File: config.mk
export PLATFORM = sky130hd
export DESIGN_NAME = mem_access_ctrl
export DESIGN_NICKNAME = d
export VERILOG_FILES = /design/src/rtl/mem_access_ctrl.sv
export SDC_FILE = /design/constraint.sdc
export NUM_CORES = 1
export LEC_CHECK = 0
export BUFFER_PORTS_ARGS = -buffer_cell sky130_fd_sc_hd__buf_2
export CORE_MARGIN = 2
export CORE_UTILIZATION = 30
export CTS_CLUSTER_SIZE = 40
export DETAILED_ROUTE_END_ITERATION = 6
export MAX_ROUTING_LAYER = met4
export PLACE_DENSITY = 0.55
export SYNTH_ARGS = -nofsm -noshare
export SYNTH_HDL_FRONTEND = slang
export SYNTH_SLANG_ARGS = --single-unit
File: constraint.sdc
create_clock -name clk -period 3.45 [get_ports clk]
set_clock_uncertainty 0.1 [all_clocks]
set_input_delay 0.69 -clock clk [delete_from_list [all_inputs] [get_ports clk]]
set_output_delay 0.69 -clock clk [all_outputs]
set_load 0.05 [all_outputs]
File: src/rtl/mem_access_ctrl.sv
// Request-side controller for the 8x8 memory: single-word writes and burst reads,
// one access outstanding at a time, read words returned over a valid/ready channel.
module mem_access_ctrl #(
    parameter int READ_LAT = 2
) (
    input  logic       clk,
    input  logic       rst,
    input  logic       req_valid,
    output logic       req_ready,
    input  logic       req_we,
    input  logic [2:0] req_addr,
    input  logic [7:0] req_wdata,
    input  logic [2:0] req_len,
    output logic       wr_done,
    output logic       rsp_valid,
    input  logic       rsp_ready,
    output logic [7:0] rsp_data,
    output logic       rsp_last,
    output logic       mem_op,
    output logic       mem_select,
    output logic [2:0] mem_addr,
    output logic [7:0] mem_wdata,
    input  logic [7:0] mem_rdata
);
    localparam int CW = (READ_LAT > 1) ? $clog2(READ_LAT) : 1;

    typedef enum logic [1:0] {IDLE, ISSUE, WAIT, RESP} state_t;

    state_t        state;
    logic          we;
    logic [2:0]    cur_addr;
    logic [2:0]    beats_left;
    logic [7:0]    wdata;
    logic [CW-1:0] lat_cnt;

    // Gated by rst so nothing can be accepted while reset is held.
    assign req_ready = (state == IDLE) && !rst;

    always_ff @(posedge clk or posedge rst) begin
        if (rst) begin
            state      <= IDLE;
            we         <= 1'b0;
            cur_addr   <= '0;
            beats_left <= '0;
            wdata      <= '0;
            lat_cnt    <= '0;
            mem_select <= 1'b0;
            mem_op     <= 1'b0;
            mem_addr   <= '0;
            mem_wdata  <= '0;
            rsp_valid  <= 1'b0;
            rsp_last   <= 1'b0;
            rsp_data   <= '0;
            wr_done    <= 1'b0;
        end else begin
            mem_select <= 1'b0;
            wr_done    <= 1'b0;
            case (state)
                IDLE: begin
                    if (req_valid && req_ready) begin
                        we         <= req_we;
                        cur_addr   <= req_addr;
                        wdata      <= req_wdata;
                        beats_left <= req_len;
                        mem_select <= 1'b1;
                        mem_op     <= req_we;
                        mem_addr   <= req_addr;
                        mem_wdata  <= req_wdata;
                        state      <= ISSUE;
                    end
                end
                ISSUE: begin
                    if (we) begin
                        wr_done <= 1'b1;
                        state   <= IDLE;
                    end else begin
                        lat_cnt <= '0;
                        state   <= WAIT;
                    end
                end
                WAIT: begin
                    // lat_cnt is 0 in the first cycle after ISSUE, so READ_LAT-1 marks cycle T+READ_LAT.
                    if (lat_cnt == CW'(READ_LAT - 1)) begin
                        rsp_data  <= mem_rdata;
                        rsp_last  <= (beats_left == 3'd0);
                        rsp_valid <= 1'b1;
                        state     <= RESP;
                    end else begin
                        lat_cnt <= lat_cnt + CW'(1);
                    end
                end
                RESP: begin
                    if (rsp_ready) begin
                        rsp_valid <= 1'b0;
                        if (rsp_last) begin
                            state <= IDLE;
                        end else begin
                            cur_addr   <= cur_addr + 3'd1;
                            beats_left <= beats_left - 3'd1;
                            mem_select <= 1'b1;
                            mem_op     <= 1'b0;
                            mem_addr   <= cur_addr + 3'd1;
                            mem_wdata  <= wdata;
                            state      <= ISSUE;
                        end
                    end
                end
                default: state <= IDLE;
            endcase
        end
    end
endmodule

# Yosys cells after proc, flatten, opt, wreduce, memory -nomap -nowiden
# Cells that the tools add are included.
# totals
output_inout_bits	25
mem_bits_ro	0
inputBits	27
reg_bits	39
n_memories	0
mem_bits_rw	0
word_cells	72
latch_bits	0
# classes
reduce_logical	14
order_cmp	0
n_addsub	3
mux	34
div_mod_pow	0
bitwise	0
shifts	0
n_eq_ne	8
n_mul	0
# op_table
operator	count
$mux W8	3
$mux W3	6
$pmux W8 S2	1
$mux W1	13
$pmux W3 S2	2
$mux W2	4
$ne A2 B2 Y1 const B	4
$pmux W1 S2	4
$pmux W2 S4	1
$reduce_and A2 Y1	3
$reduce_and A3 Y1	2
$reduce_bool A2 Y1	3
$eq A2 B2 Y1 const B	2
$reduce_and A4 Y1	1
$add A3 B1 Y3 const B	1
$logic_not A3 Y1	1
$sub A3 B1 Y3 const B	1
$eq A2 B1 Y1 const B	1
$logic_and A1 B1 Y1	2
$logic_not A2 Y1	1
$ne A2 B1 Y1 const B	1
$add A1 B1 Y1 const B	1
$logic_not A1 Y1	1

# Depth between registers and ports, before layout
# Gate-level depths: netlist (run 1).
# logic_depth
ltp_word	5
depth_mapped	7
mapped_depth_nobuf	6

# Worst setup path before layout (run 1)
# No wires, ideal clock.
# synth_path
kind	register -> output
start	register state[0]
end	output port req_ready
setup_slack_ps	1351
n_path_buf	1
arrival_ps	1309
required_ps	2660
stages_incl_launch_ff	5
cell_sequence	dfrtp_1 > inv_1 > ha_1 > buf_4 > and2b_1
# synth_between
elab_chain_len	2
# synth_lines
element	line	source
from (decl)	29	state_t state;
from (signal assigned)	41	state <= IDLE;
from (signal assigned)	69	state <= ISSUE;
from (signal assigned)	75	state <= IDLE;
$logic_not A2 Y1	37	assign req_ready = (state == IDLE) && !rst;
$logic_and A1 B1 Y1	37	
to (decl)	9	output logic req_ready,
# No other way between the ends.

# Worst setup path in the final report (run 1)
# Ends and elaborated chain as after synthesis.

==> results of run 1 <==
## cell usage in the layout, fill, tap and decap left out
master / n
a2111oi_2: 1
a2111oi_4: 1
a211oi_1: 1
a21o_2: 1
a21oi_1: 4
a221oi_1: 1
a22oi_1: 2
a22oi_4: 1
a2bb2oi_1: 3
and2_1: 1
and2b_1: 1
buf_2: 51
buf_4: 2
bufinv_16: 2
clkbuf_1: 1
clkbuf_8: 5
dfrtp_1: 39
ha_1: 8
inv_1: 13
mux2_2: 29
mux2_4: 8
mux2i_1: 6
nand2_1: 2
nand2_2: 1
nand2b_1: 2
nand2b_4: 1
nand3_1: 2
nand3b_4: 1
nor2_1: 2
nor2b_1: 3
nor3b_1: 1
o21ai_0: 2
o21ai_1: 1
o221ai_1: 2
or3b_1: 1
## metrics by stage
step	util	power (W)
after floorplan	-	0.00202
after global placement	0.361	0.00227
after detailed placement	0.361	0.00228
after CTS	0.382	0.00275
after global routing	0.382	0.00289
final	0.382	0.00272
## final timing paths
check                          endpoint  slack, ns  cells past startpoint
max                           req_ready       0.81                      4
max in group asynchronous  mem_wdata[6]       1.99                      3
min in group asynchronous   cur_addr[2]       0.56                      2
min                            wdata[6]       0.40                      1
min reg2reg                    wdata[6]       0.40                      1
max reg2reg                mem_wdata[5]       0.94                      4
## area by class of cell
cell class                 count  area (um^2)  share of cell area
multi-input combinational     89          916               0.375
inverter                      13         48.8              0.0200
tap                           77         96.3              0.0395
sequential                    39          976               0.400
timing repair buffer          53          270               0.111
clock inverter                 2         60.1              0.0246
clock buffer                   6         72.6              0.0297
## kinds of logic after synthesis
logic type,count (synthesis),share of synthesized area
AO/OA/AOI/OAI,20,0.0916
flip-flops,39,0.489
AND/OR/NAND/NOR,18,0.0634
adder cells (fa/ha/maj),8,0.0502
buffers and inverters,18,0.0514
multiplexers,43,0.254
## layer usage
layer	wire, um	GRT usage
met3	181	0.0346
met4	69	0.0390
met2	1940	0.192
met1	1880	0.155
met5	0	-
## registers in the layout (all words and copies together), names as in the netlist, 3 cells and up, named ones only
register    count
wdata           8
rsp_data        8
cur_addr        3
beats_left      3
mem_wdata       8
## where the power goes
group / switching (W) / leakage, nW / total (W) / internal [W]
combinational: 0.000901 / 0.645 / 0.00144 / 0.000538
clock: 0.000166 / 0.0654 / 0.000455 / 0.000289
sequential: 0.000134 / 0.468 / 0.000821 / 0.000686
==> metrics.yaml, run 1 <==
outcome:
  status: "complete, no violations"
route:
  post_drt_wl_per_cell_um: 14.6
  drt_iter0_markers: 35
  drt_pass1_iterations: 4
  vias: 1319
  drc: 0
  vias_per_cell: 4.73
  totalWireLength_mm: 4.08
  ant_nets: 0
floorplanning:
  pin_count: 52
  rows: 29
  initial_core_util: 0.312
  die_h_um: 85.5
  core_mm2: 0.00639
  die_area_mm2: 0.00732
  die_w_um: 85.5
worst_setup_path:
  max_stage_delay_ns: 0.47
  crit_path_cell_trace: "inv_1 > ha_1 > and2b_1 > buf_2"
  cp_max_fo: 10
  startpoint: "state[0]"
  start_kind: "flip-flop"
  worst-path-buf-inv: 2
  critPathTopFamily: "adder cells"
  arrival_ns: 1.85
  worstSetupPathType: "flip-flop to primary output"
  cp.required_ns: 2.66
  slowest_stage: "ha_1"
  cp-end-kind: "primary output"
yosys:
  yosysSeqAreaShare: 0.489
  synth-edff-count: 0
  syn-num-nets: 181
  ys_seq_elements: 39
  syn_inst: 146
  synthTopCellsByCount: "dfrtp_1 (39), mux2_2 (29), inv_1 (13), ha_1 (8), mux2_4 (8)"
  yosys_warnings: 0
  async_flop_share: 1.00
  synth.distinct_cells: 33
  syn_area_per_cell_um2: 13.7
  ys.flop_type: "dfrtp_1"
  yosysTopAreaCellShare: 0.489
  yosysMostFrequentCell: "dfrtp_1"
  synth_area_leaders: "dfrtp_1 (49%), mux2_2 (16%), mux2_4 (6.0%)"
  synth_area_mm2: 0.00199
  synth_top_cell_by_area: "dfrtp_1"
cts:
  htree_levels: 2
  cts_buffer_depth: 2
  hold_buffers: 0
  clockRootBuffer: "clkbuf_8"
  cts_setup_buffers: 0
  cts_tree: "yes"
  clock_sink_count: 39
  insertion_delay_ns: 0.29
  path_clk_slew_ns: 0.08
  cts-resized-gates: 0
  cts_made_buffers: 5
run:
  drv_cap: 0
global_routing:
  grt_max_degree: 26
  antenna_found_initial: 0
  grt_pass1_wl_mm: 6.81
  gr-usage-all-layers: 0.123
  grt_pass1_vias: 1328
  gr-total-overflow: 0
finish:
  finish.instance_area_mm2: 0.00244
  antenna_cells: 0
  drive_gt1_frac: 0.515
  nFillCells: 635
  fin_cells: 279
  nets: 236
  area_growth_pct: 22.3
timing:
  hold_viol: 0
  setup_slack_ns: 0.806
  fmax_mhz: 378
  period_minus_slack_ns: 2.64
  worst_pin_slew_ns: 0.991
  max-slew-margin-rel: 0.338
  finalSetupViolations: 0
  timing.final.crit_share: 0.766
  setup_tns_ns: 0
  grt_setup_unrepaired: "false"
  slew_violations: 0
  hold_ws_ns: 0.403
placed_design:
  post-place-ws_ns: 0.903
  place_area_mm2: 0.00231
  dp_cells: 271
  portBuffers: 51
  gp_congestion: 0.713
  dp_hpwl_mm: 2.92
pwr:
  power_density_mw_per_mm2: 1110
  p_leak_nw: 1.18
  peakVddDrop_uv: 452
min_path:
  holdCritPathClass: "flip-flop to flip-flop"
  hp-start: "wdata[6]"
Note: power is estimated with default switching activity, not from simulation.
==> run 2: changes to the inputs <==
--- a/config.mk
+++ b/config.mk
@@ -11,7 +11,7 @@
 export CTS_CLUSTER_SIZE = 40
 export DETAILED_ROUTE_END_ITERATION = 6
 export MAX_ROUTING_LAYER = met4
-export PLACE_DENSITY = 0.55
+export PLACE_DENSITY = 0.57
 export SYNTH_ARGS = -nofsm -noshare
 export SYNTH_HDL_FRONTEND = slang
 export SYNTH_SLANG_ARGS = --single-unit
==> constraint.sdc (replaced) <==
create_clock -name clk -period 2.4 [get_ports clk]
set_clock_uncertainty 0.1 [all_clocks]
set_input_delay 0.48 -clock clk [delete_from_list [all_inputs] [get_ports clk]]
set_output_delay 0.48 -clock clk [all_outputs]
set_load 0.05 [all_outputs]
==> metrics.yaml, run 2 (same netlist as run 1, synthesis figures left out) <==
outcome:
  status: "complete, no violations"
placed_design:
  dp_hpwl_mm: 2.98
  dp_cells: 275
  portBuffers: 51
  gp_congestion: 0.766
floorplanning:
  die_area_mm2: 0.00732
  core_mm2: 0.00639
  pin_count: 52
  die_h_um: 85.5
  initial_core_util: 0.312
  die_w_um: 85.5
  rows: 29
worst_setup_path:
  cp_max_fo: 5
  start_kind: "flip-flop"
  cp.required_ns: 1.82
  worstSetupPathType: "flip-flop to primary output"
  rr_worst_depth: 6
  arrival_ns: 1.66
  rrSetupSlack_ns: 0.29
  reg2reg_to: "mem_wdata[5]"
  cp-end-kind: "primary output"
  startpoint: "state[0]"
  cp-endpoint: "req_ready"
  r2r-start: "state[0]"
finish:
  layout_commonest_cell: "buf_2"
  top_regs: "mem_wdata: 8 flops, rsp_data: 8 flops, wdata: 8 flops"
  drive_gt1_frac: 0.529
  final_util: 0.384
  fin_cells: 283
  mostFrequentLayoutCells: "buf_2 (51), dfrtp_1 (39), mux2_2 (29)"
  nets: 240
  area_growth_pct: 23.0
  antenna_cells: 0
  nFillCells: 635
timing:
  worst_pin_slew_ns: 0.542
  finalSetupViolations: 0
  timing.final.crit_share: 0.934
  max-slew-margin-rel: 0.638
  setup_tns_ns: 0
  grt_setup_unrepaired: "false"
  slew_violations: 0
  hold_viol: 0
  hold_ws_ns: 0.157
  period_minus_slack_ns: 2.24
  fmax_mhz: 446
pwr:
  seqPwrFrac: 0.306
  internal-power_w: 0.00211
  power_frac_clock: 0.145
  p_sw_w: 0.00175
  totalPowerFinal_w: 0.00385
  swShare: 0.453
  p_comb_frac: 0.549
  peakVddDrop_uv: 693
  power_density_mw_per_mm2: 1570
  p_leak_nw: 1.19
cts:
  cts_made_buffers: 5
  clock_sink_count: 39
  clockRootBuffer: "clkbuf_8"
  cts_tree: "yes"
  path_clk_slew_ns: 0.09
  cts_setup_buffers: 0
  htree_levels: 2
  cts-resized-gates: 0
  hold_buffers: 0
  cts_buffer_depth: 2
  insertion_delay_ns: 0.29
global_routing:
  grt_pass1_vias: 1404
  grt_pass1_wl_mm: 6.71
  gr-total-overflow: 0
  grt_max_degree: 18
  antenna_found_initial: 0
  gr-usage-all-layers: 0.123
route:
  vias_per_cell: 4.59
  totalWireLength_mm: 3.97
  drt_iter0_markers: 27
  vias: 1298
  drt_pass1_iterations: 3
  post_drt_wl_per_cell_um: 14.0
  drc: 0
  ant_nets: 0
run:
  drv_cap: 0
min_path:
  holdCritPathClass: "input port to asynchronous set/reset pin"
-- run 2: changes by cell type in the layout (fill, tap and decap cells not counted), sizes merged --
cell,before,now
buf,53,57
bufinv,2,1
clkbuf,6,5
clkinvlp,0,1
inv,13,14
-- run 2: worst min path at each step --
stage | start | end | cells after the start
finish | rst | wr_done | 2
detailed placement | wdata[2] | wdata[2] | 1
global route | rst | wr_done | 2
CTS | rst | wr_done | 2
global placement | wdata[3] | wdata[3] | 1
floorplan | wdata[0] | wdata[0] | 1
-- run 2: power groups by stage --
| stage | clock, W | combinational (W) | sequential, W |
|---|---|---|---|
| 2_1_floorplan | 0 | 0.00104 | 0.00186 |
| 3_3_place_gp | 0 | 0.00212 | 0.00118 |
| 3_5_place_dp | 0 | 0.00214 | 0.00119 |
| 4_1_cts | 0.000578 | 0.00214 | 0.00118 |
| 5_1_grt | 0.000606 | 0.00228 | 0.00123 |
| 6_report | 0.000558 | 0.00212 | 0.00118 |
-- run 2: through the flow --
stage | setup slack (ns) | instance area [um^2]
5_1_grt | 0.0341 | 2450
2_1_floorplan | 0.334 | 1990
3_3_place_gp | 0.345 | 2340
4_1_cts | 0.143 | 2450
6_report | 0.160 | 2450
3_5_place_dp | 0.301 | 2340
-- run 2: routing by layer --
layer	vias up	wire length (um)	GRT usage
met5	-	0	-
met4	0	14	0.0289
met3	2	192	0.0395
met2	33	1700	0.168
met1	627	2070	0.176
li1	636	-	-
-- run 2: critical path, cell delays in order (launching register included) --
cell,delay (ns)
dfrtp_1,0.42
inv_1,0.17
ha_1,0.32
and2b_1,0.20
buf_2,0.27
-- run 2: cell type report --
type                    instances  area [um^2]  area share
clock buffers                   5         68.8      0.0281
clock inverters                 3         46.3      0.0189
inverters                      13         48.8      0.0199
multi-input cells              89          916       0.373
flip-flops and latches         39          976       0.398
well taps                      77         96.3      0.0393
repair buffers                 57          300       0.122
